## src/rtl/div_pkg.sv

```systemverilog
// Shared types and constants for the sequential restoring divider (div_int64_seq).
package div_pkg;

  typedef enum logic [1:0] {
    IDLE = 2'd0,
    BUSY = 2'd1,
    DONE = 2'd2
  } state_t;

  localparam int DEFAULT_WIDTH = 64;
  localparam int CNT_W_DEFAULT = $clog2(DEFAULT_WIDTH);

  localparam int IMPL_RIPPLE = 0;

  // Counter must hold WIDTH-1; never narrower than one bit.
  function automatic int cnt_width(input int w);
    return (w < 2) ? 1 : $clog2(w);
  endfunction

endpackage

```

## src/rtl/div_step.sv

```systemverilog
// One restoring division iteration: shift in the next dividend bit, trial-subtract
// the divisor over WIDTH+1 bits and keep the difference only when it does not borrow.
module div_step
  import div_pkg::*;
#(
  parameter int WIDTH     = 64,
  parameter int IMPL_TYPE = IMPL_RIPPLE
) (
  input  logic [WIDTH-1:0] i_rem,
  input  logic             i_bit,
  input  logic [WIDTH-1:0] i_divisor,
  output logic [WIDTH-1:0] o_rem,
  output logic             o_qbit
);

  logic [WIDTH:0]   w_shifted;
  logic [WIDTH-1:0] w_diff;
  logic             w_lt;

  assign w_shifted = {i_rem, i_bit};

  generate
    if (IMPL_TYPE == IMPL_RIPPLE) begin : g_ripple
      logic [WIDTH:0] w_borrow;
      assign w_borrow[0] = 1'b0;
      for (genvar gi = 0; gi < WIDTH; gi++) begin : g_bit
        assign w_diff[gi]       = w_shifted[gi] ^ i_divisor[gi] ^ w_borrow[gi];
        assign w_borrow[gi + 1] = (~w_shifted[gi] & i_divisor[gi]) |
                                  (~(w_shifted[gi] ^ i_divisor[gi]) & w_borrow[gi]);
      end
      // Divisor's extra top bit is zero, so the final borrow only survives a zero MSB.
      assign w_lt = ~w_shifted[WIDTH] & w_borrow[WIDTH];
    end else begin : g_behav
      assign w_lt   = (w_shifted < {1'b0, i_divisor});
      assign w_diff = w_shifted[WIDTH-1:0] - i_divisor;
    end
  endgenerate

  assign o_qbit = ~w_lt;
  assign o_rem  = o_qbit ? w_diff : w_shifted[WIDTH-1:0];

endmodule

```

## src/rtl/div_int64_seq.sv

```systemverilog
// Iterative restoring divider, one quotient bit per clock, valid/ready on both sides.
// Optional signed mode (truncating toward zero) enabled by defining DIV_INT64_SIGNED_EN.
module div_int64_seq
  import div_pkg::*;
#(
  parameter int WIDTH     = 64,
  parameter int IMPL_TYPE = IMPL_RIPPLE
) (
  input  logic             clk,
  input  logic             rst_n,
  input  logic             in_valid,
  output logic             in_ready,
  input  logic [WIDTH-1:0] A,
  input  logic [WIDTH-1:0] B,
  output logic             out_valid,
  input  logic             out_ready,
  output logic [WIDTH-1:0] Q,
  output logic [WIDTH-1:0] R,
  output logic             div_by_zero
);

  localparam int              CNT_W    = cnt_width(WIDTH);
  localparam logic [CNT_W-1:0] CNT_LOAD = CNT_W'(WIDTH - 1);
  localparam logic [CNT_W-1:0] CNT_ONE  = CNT_W'(1);

  state_t           r_state;
  state_t           w_next_state;
  logic [WIDTH-1:0] r_quo;
  logic [WIDTH-1:0] r_rem;
  logic [WIDTH-1:0] r_div;
  logic [CNT_W-1:0] r_cnt;
  logic [WIDTH-1:0] r_q_out;
  logic [WIDTH-1:0] r_r_out;
  logic             r_dbz;

  logic             w_accept;
  logic             w_b_zero;
  logic [WIDTH-1:0] w_step_rem;
  logic             w_step_qbit;
  logic [WIDTH-1:0] w_quo_next;
  logic [WIDTH-1:0] w_a_mag;
  logic [WIDTH-1:0] w_b_mag;
  logic [WIDTH-1:0] w_q_fin;
  logic [WIDTH-1:0] w_r_fin;

  assign w_b_zero = (B == '0);
  assign w_accept = in_valid && in_ready;

  div_step #(
    .WIDTH    (WIDTH),
    .IMPL_TYPE(IMPL_TYPE)
  ) u_step (
    .i_rem    (r_rem),
    .i_bit    (r_quo[WIDTH-1]),
    .i_divisor(r_div),
    .o_rem    (w_step_rem),
    .o_qbit   (w_step_qbit)
  );

  assign w_quo_next = {r_quo[WIDTH-2:0], w_step_qbit};

`ifdef DIV_INT64_SIGNED_EN
  logic r_neg_q;
  logic r_neg_r;

  // Core works on magnitudes; MIN stays MIN, which is its correct unsigned magnitude.
  assign w_a_mag = A[WIDTH-1] ? -A : A;
  assign w_b_mag = B[WIDTH-1] ? -B : B;
  assign w_q_fin = r_neg_q ? -w_quo_next : w_quo_next;
  assign w_r_fin = r_neg_r ? -w_step_rem : w_step_rem;

  always_ff @(posedge clk or negedge rst_n) begin
    if (!rst_n) begin
      r_neg_q <= 1'b0;
      r_neg_r <= 1'b0;
    end else if (w_accept && !w_b_zero) begin
      r_neg_q <= A[WIDTH-1] ^ B[WIDTH-1];
      r_neg_r <= A[WIDTH-1];
    end
  end
`else
  assign w_a_mag = A;
  assign w_b_mag = B;
  assign w_q_fin = w_quo_next;
  assign w_r_fin = w_step_rem;
`endif

  always_ff @(posedge clk or negedge rst_n) begin
    if (!rst_n) begin
      r_state <= IDLE;
    end else begin
      r_state <= w_next_state;
    end
  end

  always_comb begin
    w_next_state = r_state;
    in_ready     = 1'b0;
    out_valid    = 1'b0;
    unique case (r_state)
      IDLE: begin
        in_ready = 1'b1;
        if (in_valid) w_next_state = w_b_zero ? DONE : BUSY;
      end
      BUSY: begin
        if (r_cnt == '0) w_next_state = DONE;
      end
      DONE: begin
        out_valid = 1'b1;
        if (out_ready) w_next_state = IDLE;
      end
      default: w_next_state = IDLE;
    endcase
  end

  always_ff @(posedge clk or negedge rst_n) begin
    if (!rst_n) begin
      r_quo   <= '0;
      r_rem   <= '0;
      r_div   <= '0;
      r_cnt   <= '0;
      r_q_out <= '0;
      r_r_out <= '0;
      r_dbz   <= 1'b0;
    end else if (w_accept) begin
      if (w_b_zero) begin
        // Divide-by-zero bypasses the core; R carries the raw dividend, sign included.
        r_q_out <= '1;
        r_r_out <= A;
        r_dbz   <= 1'b1;
      end else begin
        r_quo <= w_a_mag;
        r_div <= w_b_mag;
        r_rem <= '0;
        r_cnt <= CNT_LOAD;
      end
    end else if (r_state == BUSY) begin
      r_quo <= w_quo_next;
      r_rem <= w_step_rem;
      r_cnt <= r_cnt - CNT_ONE;
      if (r_cnt == '0) begin
        r_q_out <= w_q_fin;
        r_r_out <= w_r_fin;
        r_dbz   <= 1'b0;
      end
    end
  end

  assign Q           = r_q_out;
  assign R           = r_r_out;
  assign div_by_zero = r_dbz;

endmodule

```

## config.mk

```make
export PLATFORM = sky130hd
export DESIGN_NAME = div_int64_seq
export DESIGN_NICKNAME = d
export VERILOG_FILES = /design/src/rtl/div_pkg.sv /design/src/rtl/div_step.sv /design/src/rtl/div_int64_seq.sv
export SDC_FILE = /design/constraint.sdc
export NUM_CORES = 1
export LEC_CHECK = 0
export BUFFER_PORTS_ARGS = -buffer_cell sky130_fd_sc_hd__buf_2
export CORE_MARGIN = 2
export CORE_UTILIZATION = 35
export CTS_CLUSTER_SIZE = 24
export DETAILED_ROUTE_END_ITERATION = 6
export HOLD_SLACK_MARGIN = 0.12
export PLACE_DENSITY = 0.53
export SKIP_CTS_REPAIR_TIMING = 1
export SYNTH_ARGS = -nofsm -noshare
export SYNTH_HDL_FRONTEND = slang
export SYNTH_SLANG_ARGS = --single-unit
```

## constraint.sdc

```tcl
create_clock -name clk -period 50.3 [get_ports clk]
set_input_delay 10.06 -clock clk [delete_from_list [all_inputs] [get_ports clk]]
set_output_delay 10.06 -clock clk [all_outputs]
set_load 0.03 [all_outputs]
```

## Yosys cells after proc, flatten, opt, wreduce, memory -nomap -nowiden

Index checks and enable logic that the tools add are counted.

- Input bits: 132
- ROM bits: 0
- Bits in writable memories: 0
- Output and inout port bits: 131
- Logic and storage cells: 503
- Bits in registers: 329
- Latch bits: 0
- Memories: 0

- Bitwise operators: 448
- Add/subtract/negate cells: 1
- Reduce and logical (&&, ||, !) cells: 10
- Multiplexer cells: 29
- Magnitude comparators: 0
- $mul: 0
- Shifts and indexed selects: 0
- Div/mod/pow operators: 0
- Equality and inequality tests: 7

Operators by type and width:

| kind | number |
|---|---|
| two-way mux 64 bit | 15 |
| inverter 1 bit | 130 |
| bitwise AND 1 bit | 128 |
| bitwise XOR 1 bit | 127 |
| logical NOT 64 bit | 1 |
| OR 1 bit | 63 |
| two-way mux 6 bit | 3 |
| two-way mux 2 bit | 4 |
| logical NOT 6 bit | 1 |
| two-way mux 1 bit | 6 |
| inequality test 2 bit, second input constant | 3 |
| case mux 2 bit (3 select lines) | 1 |
| AND reduction 3 bit | 2 |
| subtractor 6 x 1 -> 6 bit, second input constant | 1 |
| inequality test 2 x 1 -> 1 bit, second input constant | 2 |
| AND reduction 2 bit | 2 |
| nonzero test 2 bit | 2 |
| == test 2 x 1 -> 1 bit, second input constant | 1 |
| == test 2 bit, second input constant | 1 |
| logical NOT 2 bit | 1 |
| logical AND 1 bit | 1 |

## Longest topological paths before layout

- Word-level depth: 133
- Depth in mapped cells: 73
- Gate-level depth less buffers: 72

## By module

From an unflattened synthesis, not the netlist that was laid out.

- Cell total of the unflattened synthesis: 1,119
- Area, all modules: 15,309.7 µm²

By module, submodules not included:

| module | instances | cells an instance | sequential area each (µm²) | area an instance (µm²) |
|---|---|---|---|---|
| div_int64_seq | 1 | 918 | 8,232.9 | 13,075.0 |
| div_step | 1 | 201 | 0.0 | 2,234.6 |

## Worst setup path before layout

OpenSTA, ideal clock, no wires.

- Kind: register to register
- From: register r_quo[63]
- To: register r_r_out[10] (netlist: R[10])
- Stages on the path, launching flop included: 74
- Path buffers: 2
- Slack: 24.606 ns
- Arrival: 25.569 ns
- Setup time: 0.126 ns
- Path through: dfrtp_1 -> inv_1 -> ha_1 -> inv_1 -> fa_1 -> fa_1 -> fa_1 -> fa_1 -> fa_1 -> fa_1 -> fa_1 -> fa_1 -> fa_1 -> fa_1 -> fa_1 -> fa_1 -> fa_1 -> fa_1 -> [... 38 more ...] -> fa_1 -> fa_1 -> fa_1 -> fa_1 -> fa_1 -> fa_1 -> fa_1 -> fa_1 -> fa_1 -> inv_1 -> fa_1 -> fa_1 -> nor2b_1 -> clkbuf_1 -> buf_1 -> mux2i_1 -> nor2_1 -> a221o_1

- Longest elaborated chain between the ends: 133

RTL lines:

| what | line | source |
|---|---|---|
| start, declared | div_int64_seq.sv:28 | `logic [WIDTH-1:0] r_quo;` |
| start signal, assigned | div_int64_seq.sv:132 | `r_quo <= w_a_mag;` |
| start signal, assigned | div_int64_seq.sv:138 | `r_quo <= w_quo_next;` |
| inverter 1 bit * | div_step.sv:28 | `assign w_borrow[gi + 1] = (~w_shifted[gi] & i_divisor[gi]) \|` |
| bitwise AND 1 bit * | div_step.sv:28 |  |
| bitwise AND 1 bit * | div_step.sv:29 | `(~(w_shifted[gi] ^ i_divisor[gi]) & w_borrow[gi]);` |
| OR 1 bit * | div_step.sv:28 |  |
| bitwise AND 1 bit * | div_step.sv:29 |  |
| OR 1 bit * | div_step.sv:28 |  |
| bitwise AND 1 bit * | div_step.sv:29 |  |
| OR 1 bit * | div_step.sv:28 |  |
| [... 117 more ...] | - |  |
| OR 1 bit | div_step.sv:28 |  |
| bitwise AND 1 bit | div_step.sv:29 |  |
| OR 1 bit | div_step.sv:28 |  |
| bitwise AND 1 bit | div_step.sv:32 | `assign w_lt = ~w_shifted[WIDTH] & w_borrow[WIDTH];` |
| two-way mux 64 bit * | div_step.sv:40 | `assign o_rem = o_qbit ? w_diff : w_shifted[WIDTH-1:0];` |
| two-way mux 64 bit * | div_int64_seq.sv:141 | `if (r_cnt == '0) begin` |
| two-way mux 64 bit * | div_int64_seq.sv:137 | `end else if (r_state == BUSY) begin` |
| two-way mux 64 bit * | div_int64_seq.sv:125 | `end else if (w_accept) begin` |
| end signal, assigned | div_int64_seq.sv:143 | `r_r_out <= w_r_fin;` |
| end, declared | div_int64_seq.sv:33 | `logic [WIDTH-1:0] r_r_out;` |

Every way passes the cells marked *; elsewhere a longest branch is shown, timed or not. The select of a mux whose other input is x is not followed.
A chain may end at the register's enable or synchronous reset.

## Worst setup path in the final report

- From: register r_quo[63]
- To: register r_r_out[28] (netlist: R[28])

- Longest elaborated chain between the ends: 133

RTL lines:

| what | line |
|---|---|
| inverter 1 bit * | div_step.sv:28 |
| bitwise AND 1 bit * | div_step.sv:28 |
| bitwise AND 1 bit * | div_step.sv:29 |
| OR 1 bit * | div_step.sv:28 |
| bitwise AND 1 bit * | div_step.sv:29 |
| OR 1 bit * | div_step.sv:28 |
| bitwise AND 1 bit * | div_step.sv:29 |
| OR 1 bit * | div_step.sv:28 |
| [... 117 more ...] | - |
| OR 1 bit | div_step.sv:28 |
| bitwise AND 1 bit | div_step.sv:29 |
| OR 1 bit | div_step.sv:28 |
| bitwise AND 1 bit | div_step.sv:32 |
| two-way mux 64 bit * | div_step.sv:40 |
| two-way mux 64 bit * | div_int64_seq.sv:141 |
| two-way mux 64 bit * | div_int64_seq.sv:137 |
| two-way mux 64 bit * | div_int64_seq.sv:125 |

Marked as above.

==> summary.log <==
qor: worst_setup_path.r2r_slack 23.67 ns
qor: detailed_routing.detail_route.iter0.violations 782
qor: timing.maxSlewHeadroom 33.4%
qor: timing.worst_margin_pin_slew 0.998 ns
qor: global_routing.grt_max_degree 117
qor: synthesis.number_of_warnings_reported_in_the_yosys_synthesis_log 0
qor: worst_hold_path.holdCritPathClass flop to flop
qor: synthesis.synth-edff-count 0
qor: worst_setup_path.cp_dominant_cell_by_count sky130_fd_sc_hd__fa_1
qor: finish.layout-area-overhead-vs-synth 19.9%
qor: clock_network.tritoncts.num_buffers 38
qor: worst_setup_path.reg2regPathDepth 72
qor: clock_network.tritoncts_clock_tree done
qor: synthesis.ys.flop_type sky130_fd_sc_hd__dfrtp_1
qor: global_routing.grt.total_usage 19.2%
qor: timing.fmax 0.0376 GHz
qor: synthesis.netlist_top_cells_count sky130_fd_sc_hd__dfrtp_1, sky130_fd_sc_hd__nor2_1, sky130_fd_sc_hd__nand2_1
qor: timing.rsz_0062_raised_after_global_routing false
qor: timing.hold_slack 0.470 ns
qor: clock_network.path_clk_slew 0.06 ns
qor: die.io_pins 263
qor: worst_setup_path.worst_r2r_endpoint R[28]
qor: timing.setup_violations 0
qor: timing.finalMaxSlewViolations 0
qor: worst_setup_path.regToRegStartpoint r_quo[63]
qor: job.max_cap_violations 0
qor: timing.portion_of_the_clock_cycle_consumed_by_the_worst_path_in_the_final_layout 52.9%
qor: synthesis.ys_seq_elements 329
qor: synthesis.synth_top_cell_area_share 53.4%
qor: detailed_routing.drc_errors 0
qor: timing.timing.final.hold_violations 0
qor: die.effective_utilization_at_floorplan 35.6%
qor: pwr.max-vdd-ir-drop 0.0414 mV
qor: synthesis.syn_area 15400 um2
qor: synthesis.synthDistinctLibCells 38
qor: detailed_routing.detail-route-antenna-nets 0
qor: synthesis.async_reset_ff_share 100%
qor: worst_setup_path.cp.required 50.72 ns
qor: timing.final_skew 0.0111 ns
qor: synthesis.yosys.cell_count.top_type sky130_fd_sc_hd__dfrtp_1
qor: detailed_routing.post_drt_wl_per_cell 19.4 um
qor: synthesis.synth_area_leaders sky130_fd_sc_hd__dfrtp_1, sky130_fd_sc_hd__fa_1, sky130_fd_sc_hd__nor2_1
qor: placement.io_buffer_count 262
qor: synthesis.syn-num-nets 1607
qor: detailed_routing.routed-via-count 11500
qor: global_routing.grt_pass1_wl 68.0 mm
qor: detailed_routing.route.final.wire_length 43.3 mm
qor: worst_setup_path.slowest_delay 0.48 ns
qor: die.num_rows 76
qor: pwr.design_power_total 1270 uW
qor: die.core_area 43300 um2
qor: global_routing.antenna_found_initial 5
qor: detailed_routing.detail_route.first_pass.iterations 5
qor: finish.final_nets 1814
qor: worst_setup_path.crit_type flop to flop
qor: worst_setup_path.path_max_fanout 34
qor: finish.share_of_layout_cells_above_drive_strength_1 25.5%
qor: die.die_w 214 um
qor: die.fp.dieH 214 um
qor: clock_network.insertion_delay 0.55 ns
qor: synthesis.synth_largest_area_cell sky130_fd_sc_hd__dfrtp_1
qor: placement.routabilityCongestion 0.776
qor: worst_hold_path.hold_path_startpoint div_by_zero
qor: worst_setup_path.kind_of_launch_point_of_the_worst_setup_path flop
qor: clock_network.clk_root_buffer_cell sky130_fd_sc_hd__clkbuf_16
qor: worst_setup_path.arrival_time_of_data_at_the_critical_path_endpoint 27.05 ns
qor: synthesis.yosysSeqAreaShare 53.4%
qor: clock_network.htreeDepth 2
qor: global_routing.grt-ovfl-total 0
qor: placement.detailed_place_hpwl 28.7 mm
qor: run_status.outcome complete, no violations
qor: pwr.static-leakage-power 0.00800 uW
qor: detailed_routing.via_to_cell_ratio 5.17
qor: worst_setup_path.endpoint R[28]
qor: worst_setup_path.end_kind flop
qor: timing.timing.final.crit_period 26.63 ns
qor: synthesis.avgSynthCellArea 10.9 um2
qor: synthesis.syn_inst 1409
qor: clock_network.max-clock-path-buffers 3
qor: global_routing.first_global_vias 11500
qor: timing.fin_tns_setup 0 ns
qor: worst_setup_path.setup.worst_path.start r_quo[63]
qor: die.area_enclosed_by_the_die_boundary 45700 um2
qor: clock_network.cts.sink_count 329
qor: worst_setup_path.crit_path_top_delay_cell sky130_fd_sc_hd__buf_4
qor: pwr.power_density 68.7 nW/um2
## layout make-up
type,count,area (um2)
diodes,4,10.0
clock buffers,59,1180
clock inverters,7,110
fillers,4181,24800
inverters,71,267
multi-input cells,897,6480
flip-flops and latches,329,8230
well taps,585,732
repair buffers,279,1450
## worst max-delay path, delay by kind of cell (launching register included)
family | cells | cell delay [ns]
compound gates | 1 | 0.28
fa+ha+maj | 64 | 24.57
buf+inv | 4 | 0.66
flops | 1 | 0.39
mux | 1 | 0.30
simple gates | 2 | 0.22
## worst min-delay path by stage
stage | endpoint | cells past startpoint | slack [ns]
after floorplan | r_div[0] | 1 | 0.49
after global placement | div_by_zero | 2 | 0.46
after detailed placement | div_by_zero | 2 | 0.46
after CTS | div_by_zero | 2 | 0.47
after global routing | div_by_zero | 2 | 0.52
final | div_by_zero | 2 | 0.47
## kinds of logic after synthesis
logic type                 Yosys count  synth area share, %
muxes                               65                 4.25
AOI/OAI and AO/OA                  331                 16.0
xor gates and xnor gates             2                0.114
and+or+nand+nor                    433                 12.8
buffers and inverters              183                 4.91
DFF                                329                 53.4
adders and majority gates           66                 8.43
## layer usage
layer	track usage (%)	up-vias	part of all wire, %
met4	5.48	2	2.0
met1	27.4	5803	46
met3	4.23	56	5.6
met5	0	-	0.042
li1	-	5383	-
met2	29.3	282	46
## flip-flops by register name, indices dropped and copies added, names as in the netlist
register	count
r_cnt	6
r_rem	64
Q	64
r_quo	64
div_by_zero	1
r_div	64
R	64
r_state	2
## power breakdown
| part | internal (uW) | switching [uW] |
|---|---|---|
| combinational | 248 | 300 |
| sequential | 367 | 66.9 |
| clock | 177 | 111 |
## through the flow
stage / setup slack [ns] / utilization (%) / area, um2 / cells
finish: 23.67 / 42.7 / 18500 / 2231
global route: 22.67 / 42.7 / 18500 / 2231
CTS: 23.65 / 42.7 / 18500 / 2227
detailed placement: 23.74 / 39.7 / 17200 / 2161
global placement: 23.90 / 39.7 / 17200 / 2161
floorplan: 24.61 / - / 15400 / 1409
## cell usage in the layout (no fill, tap or decap), drive strengths merged, types with 17 or more instances in the layout
master,instances
o21ai,66
mux2i,61
a21oi,68
clkbuf,59
o221a,64
nor2,200
nand2,73
a221o,62
nand3,62
inv,71
buf,279
fa,63
o22ai,63
nand2b,66
nor4,17
dfrtp,329
No activity file was read; power rests on OpenSTA's default activity.
